File: src/rtl/alu_pkg.sv
// Shared opcodes and FSM state encoding for the registered ALU.
package alu_pkg;

    localparam logic [3:0] OP_AND      = 4'b0000;
    localparam logic [3:0] OP_OR       = 4'b0001;
    localparam logic [3:0] OP_ADD      = 4'b0010;
    localparam logic [3:0] OP_MUL      = 4'b0011;
    localparam logic [3:0] OP_SUB      = 4'b0110;
    localparam logic [3:0] OP_LESSTHAN = 4'b0111;
    localparam logic [3:0] OP_SRL      = 4'b1000;
    localparam logic [3:0] OP_SLL      = 4'b1001;
    localparam logic [3:0] OP_SRA      = 4'b1010;
    localparam logic [3:0] OP_XOR      = 4'b1101;

    typedef enum logic [1:0] {
        ST_IDLE = 2'd0,
        ST_MUL  = 2'd1,
        ST_DONE = 2'd2
    } state_t;

endpackage

File: src/rtl/alu_comb.sv
// Single-cycle datapath for every opcode except the iterative multiply.
module alu_comb
    import alu_pkg::*;
#(
    parameter int WIDTH = 32,
    parameter int SHW   = $clog2(WIDTH)
) (
    input  logic [WIDTH-1:0] op1,
    input  logic [WIDTH-1:0] op2,
    input  logic [3:0]       alu_op,
    output logic [WIDTH-1:0] result,
    output logic             carry,
    output logic             ovf,
    output logic             illegal
);

    logic [WIDTH:0]   sum;
    logic [WIDTH:0]   diff;
    logic [SHW-1:0]   shamt;

    assign sum   = {1'b0, op1} + {1'b0, op2};
    // Top bit of the zero-extended difference is the unsigned borrow.
    assign diff  = {1'b0, op1} - {1'b0, op2};
    assign shamt = op2[SHW-1:0];

    always_comb begin
        result  = '0;
        carry   = 1'b0;
        ovf     = 1'b0;
        illegal = 1'b0;
        case (alu_op)
            OP_AND: result = op1 & op2;
            OP_OR:  result = op1 | op2;
            OP_XOR: result = op1 ^ op2;
            OP_ADD: begin
                result = sum[WIDTH-1:0];
                carry  = sum[WIDTH];
                ovf    = (op1[WIDTH-1] == op2[WIDTH-1]) && (sum[WIDTH-1] != op1[WIDTH-1]);
            end
            OP_SUB: begin
                result = diff[WIDTH-1:0];
                carry  = diff[WIDTH];
                ovf    = (op1[WIDTH-1] != op2[WIDTH-1]) && (diff[WIDTH-1] != op1[WIDTH-1]);
            end
            OP_MUL:      result = '0;
            OP_LESSTHAN: result = {{(WIDTH-1){1'b0}}, ($signed(op1) < $signed(op2))};
            OP_SRL:      result = op1 >> shamt;
            OP_SLL:      result = op1 << shamt;
            OP_SRA:      result = $unsigned($signed(op1) >>> shamt);
            default:     illegal = 1'b1;
        endcase
    end

endmodule

File: src/rtl/alu_seq.sv
// Registered ALU with valid/ready handshakes and a shift-add multiplier.
//   state   | meaning
//   IDLE    | waiting for an operation, in_ready=1
//   MUL     | shift-add iterations in progress, in_ready=0
//   DONE    | result/flags valid, held until out_ready
module alu_seq
    import alu_pkg::*;
#(
    parameter int WIDTH = 32,
    parameter int SHW   = $clog2(WIDTH)
) (
    input  logic             clk,
    input  logic             rst,
    input  logic             in_valid,
    output logic             in_ready,
    input  logic [WIDTH-1:0] op1,
    input  logic [WIDTH-1:0] op2,
    input  logic [3:0]       alu_op,
    output logic             out_valid,
    input  logic             out_ready,
    output logic [WIDTH-1:0] result,
    output logic             zero,
    output logic             neg,
    output logic             carry,
    output logic             ovf,
    output logic             illegal
);

    localparam logic [SHW-1:0] CNT_LAST = SHW'(WIDTH - 1);

    state_t               state_q, state_d;
    logic [2*WIDTH-1:0]   mcand_q, mcand_d;
    logic [2*WIDTH-1:0]   acc_q, acc_d;
    logic [WIDTH-1:0]     mplier_q, mplier_d;
    logic [SHW-1:0]       cnt_q, cnt_d;
    logic [WIDTH-1:0]     result_q, result_d;
    logic                 zero_q, zero_d;
    logic                 neg_q, neg_d;
    logic                 carry_q, carry_d;
    logic                 ovf_q, ovf_d;
    logic                 illegal_q, illegal_d;

    logic [WIDTH-1:0]     comb_result;
    logic                 comb_carry;
    logic                 comb_ovf;
    logic                 comb_illegal;
    logic [2*WIDTH-1:0]   acc_sum;
    logic                 ready_c;
    logic                 accept;

    alu_comb #(
        .WIDTH (WIDTH),
        .SHW   (SHW)
    ) u_comb (
        .op1     (op1),
        .op2     (op2),
        .alu_op  (alu_op),
        .result  (comb_result),
        .carry   (comb_carry),
        .ovf     (comb_ovf),
        .illegal (comb_illegal)
    );

    assign ready_c = (state_q == ST_IDLE) || ((state_q == ST_DONE) && out_ready);
    assign accept  = in_valid && ready_c;
    assign acc_sum = acc_q + (mplier_q[0] ? mcand_q : '0);

    always_comb begin
        state_d   = state_q;
        mcand_d   = mcand_q;
        acc_d     = acc_q;
        mplier_d  = mplier_q;
        cnt_d     = cnt_q;
        result_d  = result_q;
        zero_d    = zero_q;
        neg_d     = neg_q;
        carry_d   = carry_q;
        ovf_d     = ovf_q;
        illegal_d = illegal_q;

        case (state_q)
            ST_MUL: begin
                acc_d    = acc_sum;
                mcand_d  = mcand_q << 1;
                mplier_d = mplier_q >> 1;
                cnt_d    = cnt_q + 1'b1;
                if (cnt_q == CNT_LAST) begin
                    result_d  = acc_sum[WIDTH-1:0];
                    zero_d    = (acc_sum[WIDTH-1:0] == '0);
                    neg_d     = acc_sum[WIDTH-1];
                    carry_d   = 1'b0;
                    ovf_d     = |acc_sum[2*WIDTH-1:WIDTH];
                    illegal_d = 1'b0;
                    state_d   = ST_DONE;
                end
            end
            ST_DONE: begin
                if (out_ready && !in_valid) state_d = ST_IDLE;
            end
            default: ;
        endcase

        // A new operation (from IDLE or back-to-back from DONE) overrides the above.
        if (accept) begin
            if (alu_op == OP_MUL) begin
                mcand_d  = {{WIDTH{1'b0}}, op1};
                mplier_d = op2;
                acc_d    = '0;
                cnt_d    = '0;
                state_d  = ST_MUL;
            end else begin
                result_d  = comb_result;
                zero_d    = (comb_result == '0);
                neg_d     = comb_result[WIDTH-1];
                carry_d   = comb_carry;
                ovf_d     = comb_ovf;
                illegal_d = comb_illegal;
                state_d   = ST_DONE;
            end
        end
    end

    always_ff @(posedge clk or posedge rst) begin
        if (rst) begin
            state_q   <= ST_IDLE;
            mcand_q   <= '0;
            acc_q     <= '0;
            mplier_q  <= '0;
            cnt_q     <= '0;
            result_q  <= '0;
            zero_q    <= 1'b0;
            neg_q     <= 1'b0;
            carry_q   <= 1'b0;
            ovf_q     <= 1'b0;
            illegal_q <= 1'b0;
        end else begin
            state_q   <= state_d;
            mcand_q   <= mcand_d;
            acc_q     <= acc_d;
            mplier_q  <= mplier_d;
            cnt_q     <= cnt_d;
            result_q  <= result_d;
            zero_q    <= zero_d;
            neg_q     <= neg_d;
            carry_q   <= carry_d;
            ovf_q     <= ovf_d;
            illegal_q <= illegal_d;
        end
    end

    assign in_ready  = ready_c;
    assign out_valid = (state_q == ST_DONE);
    assign result    = result_q;
    assign zero      = zero_q;
    assign neg       = neg_q;
    assign carry     = carry_q;
    assign ovf       = ovf_q;
    assign illegal   = illegal_q;

endmodule

File: config.mk
export PLATFORM = sky130hd
export DESIGN_NAME = alu_seq
export DESIGN_NICKNAME = d
export VERILOG_FILES = /design/src/rtl/alu_pkg.sv /design/src/rtl/alu_comb.sv /design/src/rtl/alu_seq.sv
export SDC_FILE = /design/constraint.sdc
export NUM_CORES = 1
export LEC_CHECK = 0
export CORE_MARGIN = 2
export CORE_UTILIZATION = 35
export CTS_BUF_LIST = sky130_fd_sc_hd__clkbuf_4
export CTS_CLUSTER_DIAMETER = 120
export DETAILED_ROUTE_END_ITERATION = 8
export PLACE_DENSITY = 0.51
export RECOVER_POWER = 50
export SLEW_MARGIN = 0
export SYNTH_ARGS = -nofsm -noshare
export SYNTH_HDL_FRONTEND = slang
export SYNTH_SLANG_ARGS = --single-unit
File: constraint.sdc
create_clock -name clk -period 8.35 [get_ports clk]
set_input_delay 2.505 -clock clk [delete_from_list [all_inputs] [get_ports clk]]
set_output_delay 2.505 -clock clk [all_outputs]
set_load 0.05 [all_outputs]
==> impl_metrics.py, run 1 <==
metrics = {
    "clock_network": {
        "ctsResizeCount": 0,
        "clock-root-buffer": "clkbuf_4",
        "post_cts_buffers": 0,
        "hold_buffers": 0,
        "htree_levels": 3,
        "cts_buffers": 67,
        "cts_sinks": 204,
        "clock_latency_ns": 0.79,
        "cts_tree": "built",
        "clk_path_buf_depth": 3,
        "path_clk_slew_ns": 0.05,
    },
    "placement": {
        "port_buffers": 110,
        "dp_cells": 3987,
        "place_ws_ns": 0.825,
        "gp_congestion": 1.03,
        "dpl.hpwl_um": 84600,
    },
    "setup_path": {
        "arrival_ns": 7.66,
        "crit_type": "primary input to flop",
        "cp_top_family": "compound AO/OA/AOI/OAI gates",
        "cp-startpoint": "op1[1]",
        "crit_buf_inv": 3,
        "timing.rr.start": "mplier_q[0]",
        "cpPeakStageDelay_ns": 0.90,
        "crit_chain": "clkdlybuf4s50_1, buf_4, inv_1, ha_1, nor2_1, o311a_1, o31ai_1, a31oi_1, a311o_1, a21oi_1, a2bb2oi_1, a21oi_1, nor4_1, and3_1, and4bb_1, a41o_1",
        "crit_path_frequent_cell": "a21oi_1",
        "cpMaxStageDelayCell": "nor4_1",
        "crit_required_ns": 9.03,
        "cp-start-kind": "primary input",
        "end_kind": "flop",
        "critPathMaxFanout": 10,
    },
    "cells_and_area": {
        "area_delta_synth_final_pct": 11.8,
        "final_common_cell": "nand2_1",
        "nets": 3440,
        "post_layout_nonfiller_instances": 4093,
        "layout_common_cells": "nand2_1, nor2_1, a21oi_1",
        "drive_gt1_share_pct": 8.86,
    },
    "global_route": {
        "antenna_found_initial": 6,
        "grtUsageTotal_pct": 31.6,
        "grt_pass1_wl_um": 161000,
        "overflow": 0,
        "grt_max_degree": 101,
        "first_global_vias": 24642,
    },
    "floorplanning": {
        "num_rows": 94,
        "die_x_um": 261,
        "start_util_pct": 35.3,
        "die_area_sq_um": 68100,
        "ios": 111,
        "core_sq_um": 65500,
        "die_h_um": 261,
    },
    "timing": {
        "setup_viol": 0,
        "finalHoldViolations": 0,
        "fin_skew_ns": 0.0901,
        "maxSlewHeadroom_pct": -220,
        "worst_pin_slew_ns": 4.78,
        "min_period_over_period_pct": 83.5,
        "hold_slack_ns": 0.517,
        "fin_crit_ns": 6.97,
        "slew_violations": 197,
        "setup_ws_ns": 1.38,
        "tns_ns": 0,
        "rsz0062_at_grt": "no",
        "max_freq_mhz": 143,
    },
    "routing": {
        "drc": 0,
        "postRouteAntennaNets": 0,
        "detail_route.first_pass.iterations": 6,
        "dr.first_iter.drc_count": 2596,
        "vias": 25496,
        "routedWlPerCell_um": 26.9,
        "wirelength_um": 110000,
        "via_per_inst": 6.23,
    },
    "power": {
        "power.share.combinational_pct": 54.6,
        "powerDensity_nw_per_um2": 237,
        "internal-power_mw": 3.08,
        "leakagePower_nw": 11.2,
        "ir_drop_mv": 0.167,
        "swShare_pct": 49.8,
        "power.total_mw": 6.14,
        "p_switching_mw": 3.05,
        "seq_power_share_pct": 28.1,
        "power_frac_clock_pct": 17.3,
    },
    "synth": {
        "syn_avg_cell_area_sq_um": 7.30,
        "synth_top_cell_by_area": "dfrtp_1",
        "synth-async-reset-ratio_pct": 100,
        "synth_cell_types": 95,
        "synth-edff-count": 0,
        "synth_area_sq_um": 23100,
        "syn-num-nets": 3411,
        "ys_seq_area_share_pct": 22.1,
        "synth.top_cells.by_area": "dfrtp_1, ha_1, nand2_1",
        "synth_ff_type": "dfrtp_1",
        "synth.ff_latch_count": 204,
        "yosys_warnings": 0,
        "synth_top_area_share_pct": 22.1,
        "syn-instance-count": 3163,
    },
    "job": {
        "drv_cap": 3,
    },
    "hold_path": {
        "worstHoldStart": "acc_q[43]",
        "hold_class": "flop to flop",
    },
    "outcome": {
        "violations": "capacitance limit, slew limit",
        "outcome": "finished, violations left",
    },
}
[metrics by stage]
step | instance area, sq um | util (%)
after global routing | 25800 | 39.4
final | 25800 | 39.4
after detailed placement | 25000 | 38.2
after floorplan | 23100 | -
after global placement | 25000 | 38.2
after CTS | 25800 | 39.5
[routing by layer]
layer | up-vias | track usage [%] | routed length (um)
li1 | 11508 | - | -
met1 | 12353 | 40.5 | 45200
met2 | 1307 | 49.1 | 48200
met3 | 324 | 5.31 | 8640
met4 | 4 | 20.2 | 7940
met5 | - | 0 | 21
[area by class of cell]
| type | count | area (sq um) |
|---|---|---|
| Antenna cell | 2 | 5.00 |
| Tap cell | 864 | 1080 |
| Inverter | 120 | 452 |
| Clock buffer | 89 | 668 |
| Timing Repair Buffer | 202 | 1780 |
| Clock inverter | 15 | 145 |
| Multi-Input combinational cell | 2597 | 16600 |
| Fill cell | 6940 | 39700 |
| Sequential cell | 204 | 5100 |
[flip-flops by register name (all words and copies together), names as in the netlist, 2 cells and up]
name,flops
acc_q,64
cnt_q,5
mcand_q,64
mplier_q,32
result,32
state_q,2
[power by group through the flow]
stage	sequential (mW)	clock, mW	combinational [mW]
after floorplan	1.87	0	2.05
after global placement	1.72	0	3.29
after detailed placement	1.73	0	3.31
after CTS	1.72	1.11	3.33
after global routing	1.77	1.15	3.64
final	1.72	1.06	3.35
[cell families after synthesis]
| family | count (synthesis) | synth area share [%] |
|---|---|---|
| AO/OA/AOI/OAI | 1001 | 28.2 |
| AND/OR/NAND/NOR | 1219 | 23.7 |
| flip-flops | 204 | 22.1 |
| buffers and inverters | 362 | 6.23 |
| adder cells (fa/ha/maj) | 176 | 9.63 |
| multiplexers | 133 | 7.57 |
| XOR/XNOR | 68 | 2.58 |
[cell usage after synthesis (8+ instances only)]
cell type	number
ha_1	173
or2_2	10
o311a_1	8
o21a_1	14
xnor2_1	43
nand2b_1	21
o211ai_1	31
a2111oi_0	11
mux2_2	32
a221oi_1	20
a211oi_1	53
o22ai_1	26
dfrtp_1	204
inv_1	116
mux2i_1	72
nor4_1	25
nor3_1	59
nor2_1	306
clkbuf_1	192
a221o_1	15
o2111ai_1	12
a21oi_1	304
o21bai_1	31
a211o_1	13
xor2_1	25
o221ai_1	14
nand4_1	33
o31ai_1	14
and2_1	84
and3_1	14
o311ai_0	15
nand3_1	52
o21ai_0	179
or3_1	16
nand2_1	540
a22oi_1	19
a31oi_1	91
o41ai_1	8
nor2b_1	19
buf_2	25
buf_1	18
a21o_1	44
mux4_2	25
[worst min-delay path, stage by stage, from the launching register on]
cell and delay [ns]:
dfrtp_1 0.34, a21oi_1 0.06, nor2_1 0.07
[worst paths after layout]
| check | endpoint | slack [ns] | depth (start not counted) |
|---|---|---|---|
| max | zero | 1.38 | 16 |
| min | acc_q[43] | 0.52 | 2 |
| max reg2reg | ovf | 2.20 | 14 |
| min reg2reg | acc_q[43] | 0.52 | 2 |
| max in group asynchronous | mplier_q[30] | 1.59 | 3 |
| min in group asynchronous | acc_q[13] | 3.64 | 2 |
(Power assumes the default switching activity.)
==> inputs of run 2 (changes only) <==
clock period = 6.1 ns   (was 8.35 ns; I/O delays follow)
==> run 2 against run 1 <==
  * The run still ends with capacitance limit, slew limit left
  * Sequential share of layout area is 1.5 points lower
  * Critical path depth is 1 lower
  * Critical path type unchanged
  * Wire length is 5.4% higher
  * Worst hold slack worse by 0.024 ns
  * Clock-buffer cell count is 3 higher
==> impl_metrics.py, run 2 (synthesis gave the netlist of run 1 again) <==
metrics = {
    "placement": {
        "place_area_sq_um": 27200,
        "port_buffers": 110,
        "dpl.hpwl_um": 91800,
        "gp_congestion": 1.03,
        "dp_cells": 4252,
    },
    "power": {
        "power_frac_clock_pct": 15.8,
        "leakagePower_nw": 12.5,
        "ir_drop_mv": 0.341,
        "powerDensity_nw_per_um2": 306,
        "seq_power_share_pct": 27.3,
        "swShare_pct": 49.8,
        "power.share.combinational_pct": 56.9,
        "p_switching_mw": 4.26,
        "internal-power_mw": 4.29,
    },
    "routing": {
        "routedWlPerCell_um": 26.6,
        "dr.first_iter.drc_count": 2473,
        "drc": 0,
        "postRouteAntennaNets": 0,
        "wirelength_um": 116000,
        "detail_route.first_pass.iterations": 6,
        "via_per_inst": 6.04,
        "vias": 26348,
    },
    "cells_and_area": {
        "nets": 3697,
        "area_delta_synth_final_pct": 20.9,
        "fin_util_pct": 42.6,
        "post_layout_nonfiller_instances": 4361,
        "design_area_sq_um": 27900,
        "top_regs": "acc_q: 64 flops, mcand_q: 64 flops",
        "layout_common_cells": "nand2_1, buf_4, nor2_1",
        "final_common_cell": "nand2_1",
        "drive_gt1_share_pct": 15.8,
    },
    "outcome": {
        "violations": "capacitance limit, slew limit",
        "outcome": "finished, violations left",
    },
    "timing": {
        "rsz0062_at_grt": "no",
        "min_period_over_period_pct": 93.3,
        "worst_pin_slew_ns": 2.71,
        "max_freq_mhz": 176,
        "fin_crit_ns": 5.69,
        "finalHoldViolations": 0,
        "fin_skew_ns": 0.0793,
        "tns_ns": 0,
        "setup_viol": 0,
        "slew_violations": 282,
        "maxSlewHeadroom_pct": -80.9,
        "hold_slack_ns": 0.493,
    },
    "clock_network": {
        "path_clk_slew_ns": 0.06,
        "clk_path_buf_depth": 3,
        "hold_buffers": 0,
        "cts_sinks": 204,
        "cts_buffers": 59,
        "clock_latency_ns": 0.81,
        "htree_levels": 2,
        "post_cts_buffers": 0,
        "clock-root-buffer": "clkbuf_4",
        "cts_tree": "built",
        "ctsResizeCount": 0,
    },
    "setup_path": {
        "end_kind": "flop",
        "critPathMaxFanout": 9,
        "timing.rr.end": "ovf",
        "arrival_ns": 6.37,
        "cp-start-kind": "primary input",
        "crit_type": "primary input to flop",
        "crit_required_ns": 6.78,
        "ff2ff_setup_slack_ns": 0.63,
        "cp-startpoint": "alu_op[0]",
        "timing.rr.start": "mplier_q[0]",
        "worst-r2r-cell-count": 15,
        "crit_path_end": "zero",
    },
    "floorplanning": {
        "ios": 111,
        "die_h_um": 261,
        "start_util_pct": 35.3,
        "die_x_um": 261,
        "core_sq_um": 65500,
        "num_rows": 94,
        "die_area_sq_um": 68100,
    },
    "hold_path": {
        "hold_class": "flop to flop",
        "worstHoldStart": "mcand_q[61]",
        "holdPathStages": 2,
    },
    "global_route": {
        "antenna_found_initial": 2,
        "grtUsageTotal_pct": 33.7,
        "first_global_vias": 25643,
        "grt_max_degree": 116,
        "grt_pass1_wl_um": 171000,
        "overflow": 0,
    },
    "job": {
        "drv_cap": 4,
    },
}
## run 2: final cells by class
cell class	count	area [sq um]
Antenna cell	1	2.50
Clock buffer	92	691
Clock inverter	16	76.3
Fill cell	6821	37600
Inverter	120	452
Multi-Input combinational cell	2597	16600
Sequential cell	204	5100
Tap cell	864	1080
Timing Repair Buffer	467	3920
## run 2: power groups by stage
stage | clock, mW | combinational (mW) | sequential, mW
2_1_floorplan | 0 | 2.81 | 2.56
3_3_place_gp | 0 | 4.77 | 2.33
3_5_place_dp | 0 | 4.81 | 2.35
4_1_cts | 1.40 | 4.83 | 2.33
5_1_grt | 1.48 | 5.28 | 2.40
6_report | 1.35 | 4.87 | 2.34
## run 2: worst min-delay path by stage
stage	endpoint	slack, ns
6_report	mcand_q[62]	0.49
2_1_floorplan	mplier_q[31]	0.47
5_1_grt	mcand_q[30]	0.54
4_1_cts	mcand_q[30]	0.49
3_3_place_gp	acc_q[29]	0.50
3_5_place_dp	acc_q[8]	0.51
## run 2: critical path: stages
cell and delay (ns):
dlygate4sd3_1 0.85, nand4bb_1 0.39, nand2_1 0.09, a311oi_1 0.35
nor3_1 0.18, o22ai_1 0.25, buf_4 0.18, o2111ai_1 0.44
nor4_1 0.56, and4bb_2 0.32, nand4_1 0.11, nor4b_1 0.28
buf_4 0.18, and4bb_1 0.18, a41o_1 0.16
## run 2: metal layers
metal  track usage [%]  vias up  share of wire [%]
met2              53.1     1150                 44
met3              5.72      278                6.9
li1                  -    12038                  -
met1              42.6    12880                 41
met5                 0        -              0.014
met4              21.6        2                7.4
## run 2: stage by stage
step / power, mW / setup WS [ns]
2_1_floorplan: 5.37 / 0.299
3_5_place_dp: 7.16 / -0.218
3_3_place_gp: 7.10 / -0.315
4_1_cts: 8.56 / 0.584
5_1_grt: 9.16 / 0.303
6_report: 8.55 / 0.407
==> inputs of run 3 (changes only) <==
MAX_ROUTING_LAYER = met4   (was not set)
==> run 3 against run 2 <==
  * The flow still finishes with violations (capacitance limit, slew limit)
  * Non-clock buffer count fell by 27
  * Combinational power fell by 0.8%
  * Sequential cell count unchanged
  * Via count shrank 0.36%
  * Worst hold slack improved by 0.0085 ns
  * Wire length is 0.38% lower
  * Fmax is 2.3% higher
  * Critical path depth increased by 5
  * Worst setup slack improved by 0.13 ns
  * First-iteration DRC count is 9.4% lower
  * Clock power is essentially flat
  * Largest cell class unchanged
  * Largest power group unchanged
==> impl_metrics.py, run 3 (synthesis gave the netlist of run 1 again) <==
metrics = {
    "outcome": {
        "outcome": "finished, violations left",
        "violations": "capacitance limit, slew limit",
    },
    "setup_path": {
        "end_kind": "flop",
        "crit_required_ns": 6.79,
        "cp-start-kind": "primary input",
        "critPathMaxFanout": 7,
        "crit_type": "primary input to flop",
        "arrival_ns": 6.26,
    },
    "global_route": {
        "grtUsageTotal_pct": 34.4,
        "overflow": 0,
        "grt_pass1_wl_um": 169000,
        "first_global_vias": 25624,
        "antenna_found_initial": 5,
        "grt_max_degree": 154,
    },
    "routing": {
        "routedWlPerCell_um": 26.6,
        "via_per_inst": 6.05,
        "detail_route.first_pass.iterations": 7,
        "postRouteAntennaNets": 0,
        "dr.first_iter.drc_count": 2240,
        "drc": 0,
        "wirelength_um": 116000,
        "vias": 26252,
    },
    "clock_network": {
        "htree_levels": 2,
        "clock_latency_ns": 0.81,
        "ctsResizeCount": 0,
        "path_clk_slew_ns": 0.06,
        "cts_tree": "built",
        "cts_sinks": 204,
        "cts_buffers": 60,
        "post_cts_buffers": 0,
        "clk_path_buf_depth": 3,
        "hold_buffers": 0,
        "clock-root-buffer": "clkbuf_4",
    },
    "floorplanning": {
        "die_x_um": 261,
        "core_sq_um": 65500,
        "die_h_um": 261,
        "ios": 111,
        "num_rows": 94,
        "start_util_pct": 35.3,
        "die_area_sq_um": 68100,
    },
    "job": {
        "drv_cap": 3,
    },
    "timing": {
        "slew_violations": 306,
        "maxSlewHeadroom_pct": -141,
        "rsz0062_at_grt": "no",
        "worst_pin_slew_ns": 3.62,
        "finalHoldViolations": 0,
        "setup_viol": 0,
        "fin_skew_ns": 0.0905,
        "min_period_over_period_pct": 91.3,
        "fin_crit_ns": 5.57,
        "hold_slack_ns": 0.502,
        "max_freq_mhz": 180,
    },
    "placement": {
        "port_buffers": 110,
        "dpl.hpwl_um": 91300,
        "gp_congestion": 1.07,
    },
    "cells_and_area": {
        "drive_gt1_share_pct": 15.2,
        "area_delta_synth_final_pct": 20.2,
        "nets": 3671,
        "final_common_cell": "nand2_1",
        "fillCellCount": 6830,
        "fin_util_pct": 42.4,
        "layout_common_cells": "nand2_1, buf_4, a21oi_1, nor2_1, dfrtp_1",
        "top_regs": "acc_q: 64 flops, mcand_q: 64 flops",
    },
    "hold_path": {
        "hold_class": "flop to flop",
    },
    "power": {
        "ir_drop_mv": 0.248,
        "leakagePower_nw": 12.4,
        "power.total_mw": 8.51,
        "powerDensity_nw_per_um2": 306,
    },
}
-- run 3: cell count changes in the layout (fill, tap and decap cells not counted), sizes merged --
cell	delta
buf	-25
diode	+6
clkinv	-2
clkbuf	+1
-- run 3: per-layer routing --
layer	routed length, um	GRT usage [%]
met1	46900	41.5
met2	52200	54.0
met3	8140	5.53
met4	8280	20.6
met5	0	-
-- run 3: metrics by stage --
stage | TNS, ns | cell area, sq um | instances | setup slack, ns
4_1_cts | 0 | 27800 | 4334 | 0.623
5_1_grt | 0 | 27800 | 4339 | 0.368
3_3_place_gp | -0.605 | 27000 | 4225 | -0.298
2_1_floorplan | 0 | 23100 | 3163 | 0.299
3_5_place_dp | -0.506 | 27000 | 4225 | -0.220
6_report | 0 | 27800 | 4341 | 0.533
-- run 3: worst paths after layout --
| kind | slack, ns | end | cells after the start | startpoint |
|---|---|---|---|---|
| worst min-delay path | 0.50 | mcand_q[25] | 2 | mcand_q[24] |
| worst max register to register | 0.88 | ovf | 16 | mplier_q[0] |
| worst min register to register | 0.50 | mcand_q[25] | 2 | mcand_q[24] |
| max in group asynchronous | 1.01 | mplier_q[6] | 3 | rst |
| worst max-delay path | 0.53 | ovf | 20 | op1[2] |
| min in group asynchronous | 2.59 | result[7] | 3 | rst |
-- run 3: worst max-delay path, stage by stage --
cell and delay (ns):
clkdlybuf4s50_1 0.51, inv_1 0.06, ha_1 0.32, buf_4 0.17, nand2b_1 0.07, o311a_1 0.23
o31ai_1 0.09, buf_4 0.16, a2111oi_0 0.87, nor4_1 0.19, buf_4 0.20, nor2_1 0.24
a2111oi_0 0.22, buf_4 0.19, nor2_1 0.14, buf_4 0.13, nand2_1 0.05, a32oi_1 0.24
o21ai_0 0.18, a31oi_1 0.18
-- run 3: power breakdown --
part | switching [mW] | leakage, nW | total (mW) | internal [mW]
logic | 3.14 | 9.23 | 4.83 | 1.68
registers | 0.439 | 2.65 | 2.35 | 1.91
clock network | 0.629 | 0.472 | 1.33 | 0.703
total | 4.21 | 12.4 | 8.51 | 4.30
-- run 3: cell type report --
type / count / area (sq um) / area share [%]
Multi-Input combinational cell: 2597 / 16600 / 59.8
Inverter: 120 / 452 / 1.63
Antenna cell: 7 / 17.5 / 0.0631
Clock inverter: 14 / 65.1 / 0.234
Sequential cell: 204 / 5100 / 18.4
Timing Repair Buffer: 440 / 3740 / 13.5
Tap cell: 864 / 1080 / 3.89
Clock buffer: 95 / 713 / 2.57
